File: config.mk
export PLATFORM = sky130hd
export DESIGN_NAME = ml_tile_loader
export DESIGN_NICKNAME = d
export VERILOG_FILES = /design/src/rtl/ml_tile_loader.sv
export SDC_FILE = /design/constraint.sdc
export NUM_CORES = 1
export LEC_CHECK = 0
export CORE_MARGIN = 4
export CORE_UTILIZATION = 54
export CTS_CLUSTER_DIAMETER = 50
export DETAILED_ROUTE_END_ITERATION = 8
export PLACE_DENSITY_LB_ADDON = 0.3
export RECOVER_POWER = 25
export SYNTH_ARGS = -nofsm -noshare
export SYNTH_HDL_FRONTEND = slang
export SYNTH_SLANG_ARGS = --single-unit
File: constraint.sdc
create_clock -name clk -period 6.9 [get_ports clk]
set_input_delay 1.035 -clock clk [delete_from_list [all_inputs] [get_ports clk]]
set_output_delay 1.035 -clock clk [all_outputs]
set_load 0.01 [all_outputs]
File: src/rtl/ml_tile_loader.sv
// Tile loader: streams word bursts between a single-outstanding memory port and the
// accelerator read/write streams, buffering read data in a first-word-fall-through FIFO.
module ml_tile_loader #(
   parameter int unsigned ADDR_STEP  = 32,
   parameter int unsigned FIFO_DEPTH = 8
) (
   input  logic        clk,
   input  logic        rst,
   input  logic        cmd_valid,
   output logic        cmd_ready,
   input  logic        cmd_write,
   input  logic [31:0] cmd_addr,
   input  logic [15:0] cmd_len,
   output logic [31:0] ml_addr,
   output logic [31:0] ml_data_in,
   output logic        ml_we,
   output logic        ml_re,
   input  logic [31:0] ml_data_out,
   input  logic        ml_ready,
   output logic        rd_valid,
   output logic [31:0] rd_data,
   input  logic        rd_ready,
   input  logic        wr_valid,
   input  logic [31:0] wr_data,
   output logic        wr_ready,
   output logic        busy,
   output logic        done
);
   localparam int unsigned        PTR_W   = $clog2(FIFO_DEPTH);
   localparam int unsigned        CNT_W   = PTR_W + 1;
   localparam logic [31:0]        STEP    = 32'(ADDR_STEP);
   localparam logic [CNT_W-1:0]   DEPTH_C = CNT_W'(FIFO_DEPTH);

   typedef enum logic [2:0] {
      IDLE,
      RD_REQ,
      WR_FETCH,
      WR_REQ,
      FINISH
   } state_t;

   state_t             state_q;
   logic [31:0]        addr_q;
   logic [15:0]        len_q;
   logic               write_q;
   logic               re_q;
   logic [31:0]        wdata_q;

   logic [31:0]        fifo_q [FIFO_DEPTH];
   logic [PTR_W-1:0]   wr_ptr_q;
   logic [PTR_W-1:0]   rd_ptr_q;
   logic [CNT_W-1:0]   occ_q;

   logic               fifo_empty;
   logic               push;
   logic               pop;
   logic               finish_ok;

   assign fifo_empty = (occ_q == '0);
   assign push       = (state_q == RD_REQ) && re_q && ml_ready;
   assign pop        = rd_ready && !fifo_empty;
   // Reads only complete once the accelerator has drained every buffered word.
   assign finish_ok  = (state_q == FINISH) && (write_q || fifo_empty);

   assign cmd_ready  = (state_q == IDLE);
   assign busy       = (state_q != IDLE);
   assign done       = finish_ok;
   assign ml_addr    = addr_q;
   assign ml_data_in = wdata_q;
   assign ml_re      = re_q;
   assign ml_we      = (state_q == WR_REQ);
   assign wr_ready   = (state_q == WR_FETCH);
   assign rd_valid   = !fifo_empty;
   assign rd_data    = fifo_empty ? 32'h0 : fifo_q[rd_ptr_q];

   // Read-data FIFO storage; contents are don't-care while empty.
   always_ff @(posedge clk) begin
      if (push) begin
         fifo_q[wr_ptr_q] <= ml_data_out;
      end
   end

   always_ff @(posedge clk) begin
      if (rst) begin
         wr_ptr_q <= '0;
         rd_ptr_q <= '0;
         occ_q    <= '0;
      end else begin
         if (push) begin
            wr_ptr_q <= wr_ptr_q + PTR_W'(1);
         end
         if (pop) begin
            rd_ptr_q <= rd_ptr_q + PTR_W'(1);
         end
         case ({push, pop})
            2'b10:   occ_q <= occ_q + CNT_W'(1);
            2'b01:   occ_q <= occ_q - CNT_W'(1);
            default: occ_q <= occ_q;
         endcase
      end
   end

   // Command sequencer; a request is only ever retired while it is actually active.
   always_ff @(posedge clk) begin
      if (rst) begin
         state_q <= IDLE;
         addr_q  <= '0;
         len_q   <= '0;
         write_q <= 1'b0;
         re_q    <= 1'b0;
         wdata_q <= '0;
      end else begin
         case (state_q)
            IDLE: begin
               if (cmd_valid) begin
                  addr_q  <= cmd_addr;
                  len_q   <= cmd_len;
                  write_q <= cmd_write;
                  if (cmd_len == 16'd0) begin
                     state_q <= FINISH;
                  end else if (cmd_write) begin
                     state_q <= WR_FETCH;
                  end else begin
                     state_q <= RD_REQ;
                  end
               end
            end
            RD_REQ: begin
               if (re_q) begin
                  if (ml_ready) begin
                     re_q   <= 1'b0;
                     addr_q <= addr_q + STEP;
                     len_q  <= len_q - 16'd1;
                     if (len_q == 16'd1) begin
                        state_q <= FINISH;
                     end
                  end
               end else if (occ_q < DEPTH_C) begin
                  re_q <= 1'b1;
               end
            end
            WR_FETCH: begin
               if (wr_valid) begin
                  wdata_q <= wr_data;
                  state_q <= WR_REQ;
               end
            end
            WR_REQ: begin
               if (ml_ready) begin
                  addr_q  <= addr_q + STEP;
                  len_q   <= len_q - 16'd1;
                  state_q <= (len_q == 16'd1) ? FINISH : WR_FETCH;
               end
            end
            FINISH: begin
               if (finish_ok) begin
                  state_q <= IDLE;
               end
            end
            default: state_q <= IDLE;
         endcase
      end
   end

endmodule

==> results.toml <==
[route]
drtPass1Iterations = 5
wirelength_um = 36300
drt-initial-drc-count = 1038
wl_per_cell_um = 22.0
drt-vias-per-instance = 6.08
ant_nets = 0
num_vias = 10000
drc = 0

[yosys]
netlist_area_um2 = 14800
synth-main-ff-cell = "edfxtp_1"
ys_ff_latch = 354
async_flop_share = 0
seq_area_frac_synth = 0.654
yosysWarnings = 0
synth.distinct_cells = 70
synth_edf_count = 256
syn-instance-count = 1064
avgSynthCellArea_um2 = 13.9
syn-num-nets = 1191

[power_and_ir_drop]
p_switching_mw = 1.23
power.density_nw_per_um2 = 270
p_sw_frac = 0.244
p_clk_frac = 0.413
p_seq_frac = 0.476
p_int_mw = 3.81
vdd_drop_max_uv = 229
p_comb_frac = 0.111
power.leakage_nw = 5.98

[layout]
area_growth_pct = 26.4
final_nets = 1403
stdcell_count = 1650
drive_above_1_share = 0.139

[clocking]
cts-resized-gates = 0
clock_sinks = 354
root_buffer = "clkbuf_16"
clk_pin_slew_ps = 60
post_cts_buffers = 0
cts_max_path_buffers = 3
clk_latency_ps = 530
numCtsBuffers = 41
h-tree-depth = 2
cts_hold_repair.buffers = 0
cts_tree = "done"

[placement]
placed_cells = 1574
place_congestion = 0.906
hpwl_um = 22100
port_buffers = 221

[worst_setup_path]
cp_slowest_cell = "dfxtp_4"
critical_path_class = "register to output port"
cp.arrival_ps = 3370
startpoint_type = "register"
slowest_delay_ps = 730
reg2reg_depth = 11
path_cells = "buf_4 -> mux4_2 -> mux2i_1 -> nor2_1 -> clkdlybuf4s50_1"
cp_max_fo = 35
end_kind = "output port"
crit_required_ps = 5860

[floorplanning]
die_area_um2 = 30000
initial_core_util = 0.548
rows = 60
die_width_um = 173
core_area_um2 = 27000
ios = 222
die_y_um = 173

[grt]
grt_pass1_vias = 10100
grt_max_degree = 86
grt_pass1_wl_um = 57800
grtUsageTotal = 0.239
grt_antenna_before_repair = 4
grt-ovfl-total = 0

[job]
cap_violations = 0

[sta]
rsz0062_at_grt = "no"
slew-limit-headroom = 0.278
timing.final.crit_share = 0.639
worst_pin_slew_ps = 1080
finalHoldViolations = 0
setup_violations = 0
period_minus_slack_ps = 4410
slew_viol_final = 0
fin_worst_skew_ps = 15.3
fmax_mhz = 227
fin_tns_setup_ps = 0

[outcome]
status = "finished clean"

[min_path]
hp-class = "register to register"
hold_depth = 2
==> state kept, by name (all words and copies together) (netlist names), named ones only <==
register,flops
ml_data_in,32
wr_ptr_q,3
state_q,3
occ_q,4
write_q,1
ml_re,1
ml_addr,32
len_q,16
fifo_q,256
rd_ptr_q,3
==> worst max-delay path: cells and delay by family (launching register included) <==
family                 cells  cell delay (ps)
buffers and inverters      2             1190
DFF                        1              730
muxes                      2              790
and+or+nand+nor            1              100
==> layout make-up <==
type / instances / area, um2
multi-input cells: 618 / 4810
inverters: 16 / 60.1
clock inverters: 23 / 229
flip-flops and latches: 354 / 9660
fillers: 1785 / 8290
well taps: 341 / 427
clock buffers: 52 / 1090
repair buffers: 245 / 2390
diodes: 1 / 2.50
==> power groups by stage <==
stage | logic, mW | registers (mW) | clock network [mW]
final | 0.560 | 2.40 | 2.08
after global routing | 0.610 | 2.41 | 2.21
after CTS | 0.560 | 2.40 | 2.10
after detailed placement | 0.556 | 2.44 | 0
after global placement | 0.547 | 2.44 | 0
after floorplan | 0.298 | 2.43 | 0
==> worst paths after layout <==
check             slack (ps)              to            from
hold / removal           450  ml_data_in[24]  ml_data_in[24]
setup reg to reg        3870        occ_q[2]        occ_q[0]
setup / recovery        2490     rd_data[22]        register
hold reg to reg          450  ml_data_in[24]  ml_data_in[24]
==> cell usage after synthesis (3+ instances only) <==
library cell / count / area share
nor3_1: 19 / 0.0064
dfxtp_1: 98 / 0.13
o211ai_1: 5 / 0.0025
nor2_1: 72 / 0.018
nor2b_1: 3 / 0.0013
buf_2: 9 / 0.0031
o21ai_0: 27 / 0.0092
xor2_1: 4 / 0.0024
nand2_1: 110 / 0.028
and4_1: 4 / 0.0024
and2_1: 10 / 0.0042
o22ai_1: 3 / 0.0013
nand4_1: 15 / 0.0064
o31a_1: 3 / 0.0018
a211oi_1: 4 / 0.0020
or3_1: 4 / 0.0017
a32o_1: 3 / 0.0020
o31ai_1: 5 / 0.0025
o221ai_1: 3 / 0.0018
nand4b_1: 4 / 0.0024
mux4_2: 64 / 0.098
a21oi_1: 77 / 0.026
o221a_2: 3 / 0.0023
and3_1: 11 / 0.0047
o32ai_1: 3 / 0.0018
nand2b_1: 3 / 0.0013
a311oi_1: 6 / 0.0036
nand3_1: 17 / 0.0058
xnor2_1: 3 / 0.0018
a2111oi_0: 5 / 0.0030
a22oi_1: 4 / 0.0020
ha_1: 8 / 0.0068
or4_1: 4 / 0.0020
a22o_1: 3 / 0.0018
clkbuf_1: 60 / 0.015
edfxtp_1: 256 / 0.52
mux2i_1: 37 / 0.025
nor4_1: 19 / 0.0081
buf_1: 6 / 0.0015
inv_1: 15 / 0.0038
a21o_1: 5 / 0.0025
a31oi_1: 7 / 0.0030
nor3b_1: 7 / 0.0036
==> metal layers <==
| metal | wire length [um] | share of wire | vias up | global-route usage |
|---|---|---|---|---|
| li1 | - | - | 4564 | - |
| met1 | 14500 | 0.40 | 4924 | 0.325 |
| met2 | 18200 | 0.50 | 436 | 0.399 |
| met3 | 2460 | 0.068 | 95 | 0.0456 |
| met4 | 1050 | 0.029 | 6 | 0.0702 |
| met5 | 34 | 0.00094 | - | 0 |
==> cell families (layout without fill, tap and decap cells) <==
| group | Yosys count | count (layout) | share of synthesized area |
|---|---|---|---|
| AO/OA/AOI/OAI | 184 | 184 | 0.0805 |
| adder cells (fa/ha/maj) | 8 | 8 | 0.00678 |
| AND/OR/NAND/NOR | 316 | 316 | 0.106 |
| other | 0 | 1 | 0 |
| buffers and inverters | 92 | 336 | 0.0247 |
| multiplexers | 103 | 103 | 0.124 |
| XOR/XNOR | 7 | 7 | 0.00415 |
| flip-flops | 354 | 354 | 0.654 |
==> cell usage in the layout, fill, tap and decap left out, drive strengths merged, types with 6 or more instances in the layout <==
cell type	n
a21oi	77
a311oi	6
a31oi	7
and2	10
and3	12
buf	25
clkbuf	52
clkdlybuf4s50	196
clkinv	14
dfxtp	98
dlygate4sd3	24
edfxtp	256
ha	8
inv	18
mux2i	37
mux4	64
nand2	110
nand3	18
nand4	15
nor2	72
nor3	19
nor3b	7
nor4	21
o21ai	27
==> stage by stage <==
step           total power [mW]  hold WS (ps)   util  cell area, um2  setup WS (ps)
6_report                   5.04           453  0.692           18700           2490
4_1_cts                    5.06           454  0.692           18700           2380
5_1_grt                    5.23           465  0.692           18700           2200
3_3_place_gp               2.99           442  0.643           17300           3030
2_1_floorplan              2.73           444      -           14800           1480
3_5_place_dp               3.00           446  0.643           17300           2990
No activity file was read; power rests on OpenSTA's default activity.
==> edit 1, RTL diff (same flow settings) <==
Encoding of `state_t`: now one-hot (5 bits for 5 states).
--- a/src/rtl/ml_tile_loader.sv
+++ b/src/rtl/ml_tile_loader.sv
@@ -31,12 +31,12 @@
    localparam logic [31:0]        STEP    = 32'(ADDR_STEP);
    localparam logic [CNT_W-1:0]   DEPTH_C = CNT_W'(FIFO_DEPTH);
 
-   typedef enum logic [2:0] {
-      IDLE,
-      RD_REQ,
-      WR_FETCH,
-      WR_REQ,
-      FINISH
+   typedef enum logic [4:0] {
+      IDLE     = 5'b00001,
+      RD_REQ   = 5'b00010,
+      WR_FETCH = 5'b00100,
+      WR_REQ   = 5'b01000,
+      FINISH   = 5'b10000
    } state_t;
 
    state_t             state_q;
Behaviour: same outputs for any inputs over 4 cycles, from zero or initial values and one cycle with rst high; so few cycles prove little.
==> edit 1 against the original RTL <==
Wire length is 1.9% lower. Total power is 7.1% higher. Die area increased by 0.83%. Sequential cell count rose by 2. Cell area increased by 0.59%. Via count is 0.50% lower. Area after synthesis is 0.87% higher. Setup slack improved by 0.038 ns. Worst hold slack got worse by 0.00070 ns. Core utilization is 0.22 points higher. Critical path type unchanged. Largest cell class unchanged. Largest power group unchanged.
==> edit 1: results (changes against the original RTL) <==
stage	metric	value	unit	change
routing	wl_met3	2610	µm	was 2460 µm
floorplanning	die-area	30300	µm²	was 30000 µm²
global_routing	grt.total_usage	0.231		was 0.239
global_routing	antenna_found_initial	2		was 4
logic_synthesis	yosysSeqAreaShare	0.651		was 0.654
worst_setup_path	cp_data_arrival_time	3.33	ns	was 3.37 ns
finish	n_all_buffers	236		was 245
routing	num_vias	9975		was 10.0k
logic_synthesis	avgSynthCellArea	13.8	µm²	was 13.9 µm²
power	leakagePower	6.01	nW	was 5.98 nW
power	p_sw	0.00139	W	was 0.00123 W
status	status	finished clean		unchanged
timing	clock-skew-final	0.0228	ns	was 0.0153 ns
power	seq_power_share	0.460		was 0.476
finish	multiInputCombCellCount	642		was 618
placed_design	dp.cells	1592		was 1574
routing	detail_route.wl_per_cell	21.3	µm	was 22.0 µm
finish	seq_share	0.517		about the same
finish	multiInputGateArea	4900	µm²	was 4810 µm²
logic_synthesis	synth.area.top_cells	edfxtp_1 52%, dfxtp_1 13%, mux4_2 9.7%		was edfxtp_1 52%, dfxtp_1 13%, mux4_2 9.8%
placed_design	gp_congestion	0.889		was 0.906
logic_synthesis	synth_nets	1210		was 1191
finish	nets	1422		was 1403
routing	wl_met2	17800	µm	was 18200 µm
logic_synthesis	synth_cell_types	76		was 70
routing	drt-total-wl	35600	µm	was 36300 µm
finish	layout-drive-gt1-share	0.132		was 0.139
power	vdd_drop_max	0.217	mV	was 0.229 mV
global_routing	grt_use_met2	0.386		was 0.399
timing	max_slew_margin	0.243		was 0.278
cts	numCtsBuffers	42		was 41
power	pwr_density_cell	288	nW/µm²	was 270 nW/µm²
global_routing	met1_usage	0.315		was 0.325
finish	nFillCells	1802		was 1785
routing	drt-initial-drc-count	824		was 1038
finish	clockBufferCount	45		was 52
power	pg_comb	0.000767	W	was 0.000560 W
## edit 1: path summary, 6_finish.rpt
check | startpoint | endpoint | slack, ns | cells past startpoint
worst min-delay path | ml_data_in[12] | ml_data_in[12] | 0.45 | 2
worst min register to register | ml_data_in[12] | ml_data_in[12] | 0.45 | 2
worst max register to register | state_q[4] | occ_q[2] | 3.69 | 10
worst max-delay path | register | rd_data[26] | 2.53 | 5
## edit 1: worst max-delay path: cells and delay by family, from the launching register on
family,cells,cell delay (ns)
buffers and inverters,2,1.14
DFF,1,0.81
muxes,2,0.77
and+or+nand+nor,1,0.07
## edit 1: kinds of logic (layout without fill, tap and decap cells)
group / count (synthesis) / after routing / synth area share
AOI/OAI and AO/OA: 193 / 193 / 0.0823
and+or+nand+nor: 330 / 330 / 0.108
adders and majority gates: 8 / 8 / 0.00672
buffers and inverters: 85 / 329 / 0.0244
muxes: 103 / 103 / 0.123
xor gates and xnor gates: 8 / 8 / 0.00471
DFF: 356 / 356 / 0.651
==> edit 2, RTL diff (config.mk and constraints unchanged) <==
Made on the original files. The parameter `FIFO_DEPTH` goes from 8 to 16.
--- a/src/rtl/ml_tile_loader.sv
+++ b/src/rtl/ml_tile_loader.sv
@@ -2,7 +2,7 @@
 // accelerator read/write streams, buffering read data in a first-word-fall-through FIFO.
 module ml_tile_loader #(
    parameter int unsigned ADDR_STEP  = 32,
-   parameter int unsigned FIFO_DEPTH = 8
+   parameter int unsigned FIFO_DEPTH = 16
 ) (
    input  logic        clk,
    input  logic        rst,
Behaviour: no difference found for any inputs over 4 cycles, from zero or initial values and one cycle with rst high; that may be too few to reach the edited logic, so the function may still have changed.
==> edit 2 against the original RTL <==
Cell area rose by 60%. Combinational power rose by 84%. Clock skew up 0.0083 ns. Sequential cell count is 260 higher. First-iteration DRC count increased by 45%. Wire length grew 65%. Setup slack lost 0.53 ns. Total power up 75%. Critical path depth unchanged. Area after synthesis grew 67%. Count of clock-buffer cells in the layout increased by 27. Synthesized cell count increased by 37%. Final cell count grew 42%.
==> edit 2: results (changes against the original RTL) <==
stage	metric	value	unit	change
cts	htree_levels	3		was 2
worst_setup_path	crit_type	register to primary output		unchanged
status	status	finished clean		unchanged
placed_design	placed_area	27700	µm²	was 17300 µm²
placed_design	place_hpwl	32500	µm	was 22100 µm
cts	cts-root-buf	clkbuf_16		unchanged
power	pg_comb	0.00103	W	was 0.000560 W
placed_design	dp.cells	2220		was 1574
global_routing	grt.total_usage	0.241		was 0.239
routing	drt-initial-drc-count	1503		was 1038
power	vdd_drop_max	0.238	mV	was 0.229 mV
logic_synthesis	synth_edf_count	512		was 256
cts	clock_path_buffers	3		unchanged
global_routing	grt_use_met2	0.394		was 0.399
cts	clkLatencyLatePin	0.60	ns	was 0.53 ns
routing	dr.pass1.iters	7		was 5
cts	numCtsBuffers	67		was 41
finish	nets	1819		was 1403
placed_design	port_buffers	221		unchanged
job	drv_cap	0		unchanged
logic_synthesis	synth_cell_types	66		was 70
power	pg_seq	0.00415	W	was 0.00240 W
routing	drt-total-wl	59900	µm	was 36300 µm
finish	nFillCells	3044		was 1785
routing	wl_met2	29600	µm	was 18200 µm
timing	clock-skew-final	0.0236	ns	was 0.0153 ns
placed_design	gp_congestion	0.851		was 0.906
worst_setup_path	rrSetupSlack	3.72	ns	was 3.87 ns
worst_setup_path	cp_max_fo	46		was 35
worst_setup_path	slowest_delay	0.96	ns	was 0.73 ns
routing	wl_met1	24100	µm	was 14500 µm
logic_synthesis	synth.area.top_cells	edfxtp_1 62%, mux4_2 15%, dfxtp_1 8.3%		was edfxtp_1 52%, dfxtp_1 13%, mux4_2 9.8%
worst_setup_path	cp_top_family	multiplexers		was buffers and inverters
timing	worst_pin_slew	1.15	ns	was 1.08 ns
routing	wl_met3	4940	µm	was 2460 µm
global_routing	grt_pass1_vias	14300		was 10.1k
logic_synthesis	async_reset_ff_frac	0		unchanged
finish	layout-drive-gt1-share	0.188		was 0.139
worst_setup_path	cpMaxStageDelayCell	dfxtp_4		unchanged
logic_synthesis	avgSynthCellArea	16.9	µm²	was 13.9 µm²
logic_synthesis	yosysSeqAreaShare	0.705		was 0.654
worst_setup_path	cp_data_arrival_time	3.90	ns	was 3.37 ns
global_routing	grt_pass1_wl	90300	µm	was 57800 µm
power	pwr_density_cell	294	nW/µm²	was 270 nW/µm²
cts	clk_pin_slew	0.05	ns	
global_routing	antenna_found_initial	4		unchanged
routing	detail_route.wl_per_cell	25.5	µm	was 22.0 µm
logic_synthesis	synth_nets	1592		was 1191
cts	cts_resized	0		unchanged
routing	viasPerCell	6.17		was 6.08
global_routing	grt_max_degree	63		was 86
power	internal_power	0.00672	W	was 0.00381 W
power	leakagePower	9.38	nW	was 5.98 nW
logic_synthesis	synthTopCellsByCount	512 x edfxtp_1, 160 x mux4_2, 135 x nand2_1		was 256 x edfxtp_1, 110 x nand2_1, 98 x dfxtp_1
global_routing	met1_usage	0.337		was 0.325
global_routing	gr-usage-met3	0.0514		was 0.0456
finish	largest_register_ffs	512		was 256
==> edit 2: cell count changes after synthesis, moves of 7 or more <==
cell,before,now
nor2_1,72,65
nor4_1,19,10
a211oi_1,4,12
edfxtp_1,256,512
o31ai_1,5,13
mux2i_1,37,4
nand3_1,17,27
mux4_2,64,160
buf_2,9,18
and2_1,10,43
nand4_1,15,8
nand2_1,110,135
==> edit 2: final cells by class <==
type                    instances  area (µm²)  area share
diodes                          4        10.0    0.000334
clock buffers                  79        1760      0.0589
clock inverters                43         490      0.0164
inverters                      15        56.3     0.00188
multi-input cells             740        6990       0.233
flip-flops and latches        614       17400       0.582
well taps                     600         751      0.0251
repair buffers                251        2450      0.0818
==> edit 2: metrics by stage <==
stage / hold WS, ns / setup slack [ns]
2_1_floorplan: 0.449 / 2.38
3_3_place_gp: 0.441 / 2.53
3_5_place_dp: 0.449 / 2.51
4_1_cts: 0.456 / 1.79
5_1_grt: 0.473 / 1.68
6_report: 0.456 / 1.96
==> edit 2: worst paths after layout <==
| kind | from | to | depth (start not counted) |
|---|---|---|---|
| max reg2reg | state_q[0] | occ_q[4] | 10 |
| max | register | rd_data[10] | 5 |
| min | ml_data_in[21] | ml_data_in[21] | 2 |
| min reg2reg | ml_data_in[21] | ml_data_in[21] | 2 |
==> edit 2: kinds of logic (layout without fill, tap and decap cells) <==
family / after synthesis / after routing / synth area share
flip-flops: 614 / 614 / 0.705
AND/OR/NAND/NOR: 355 / 355 / 0.0691
AO/OA/AOI/OAI: 198 / 198 / 0.0508
multiplexers: 168 / 168 / 0.149
buffers and inverters: 108 / 388 / 0.0176
adder cells (fa/ha/maj): 11 / 11 / 0.00557
XOR/XNOR: 8 / 8 / 0.00284
other: 0 / 4 / 0
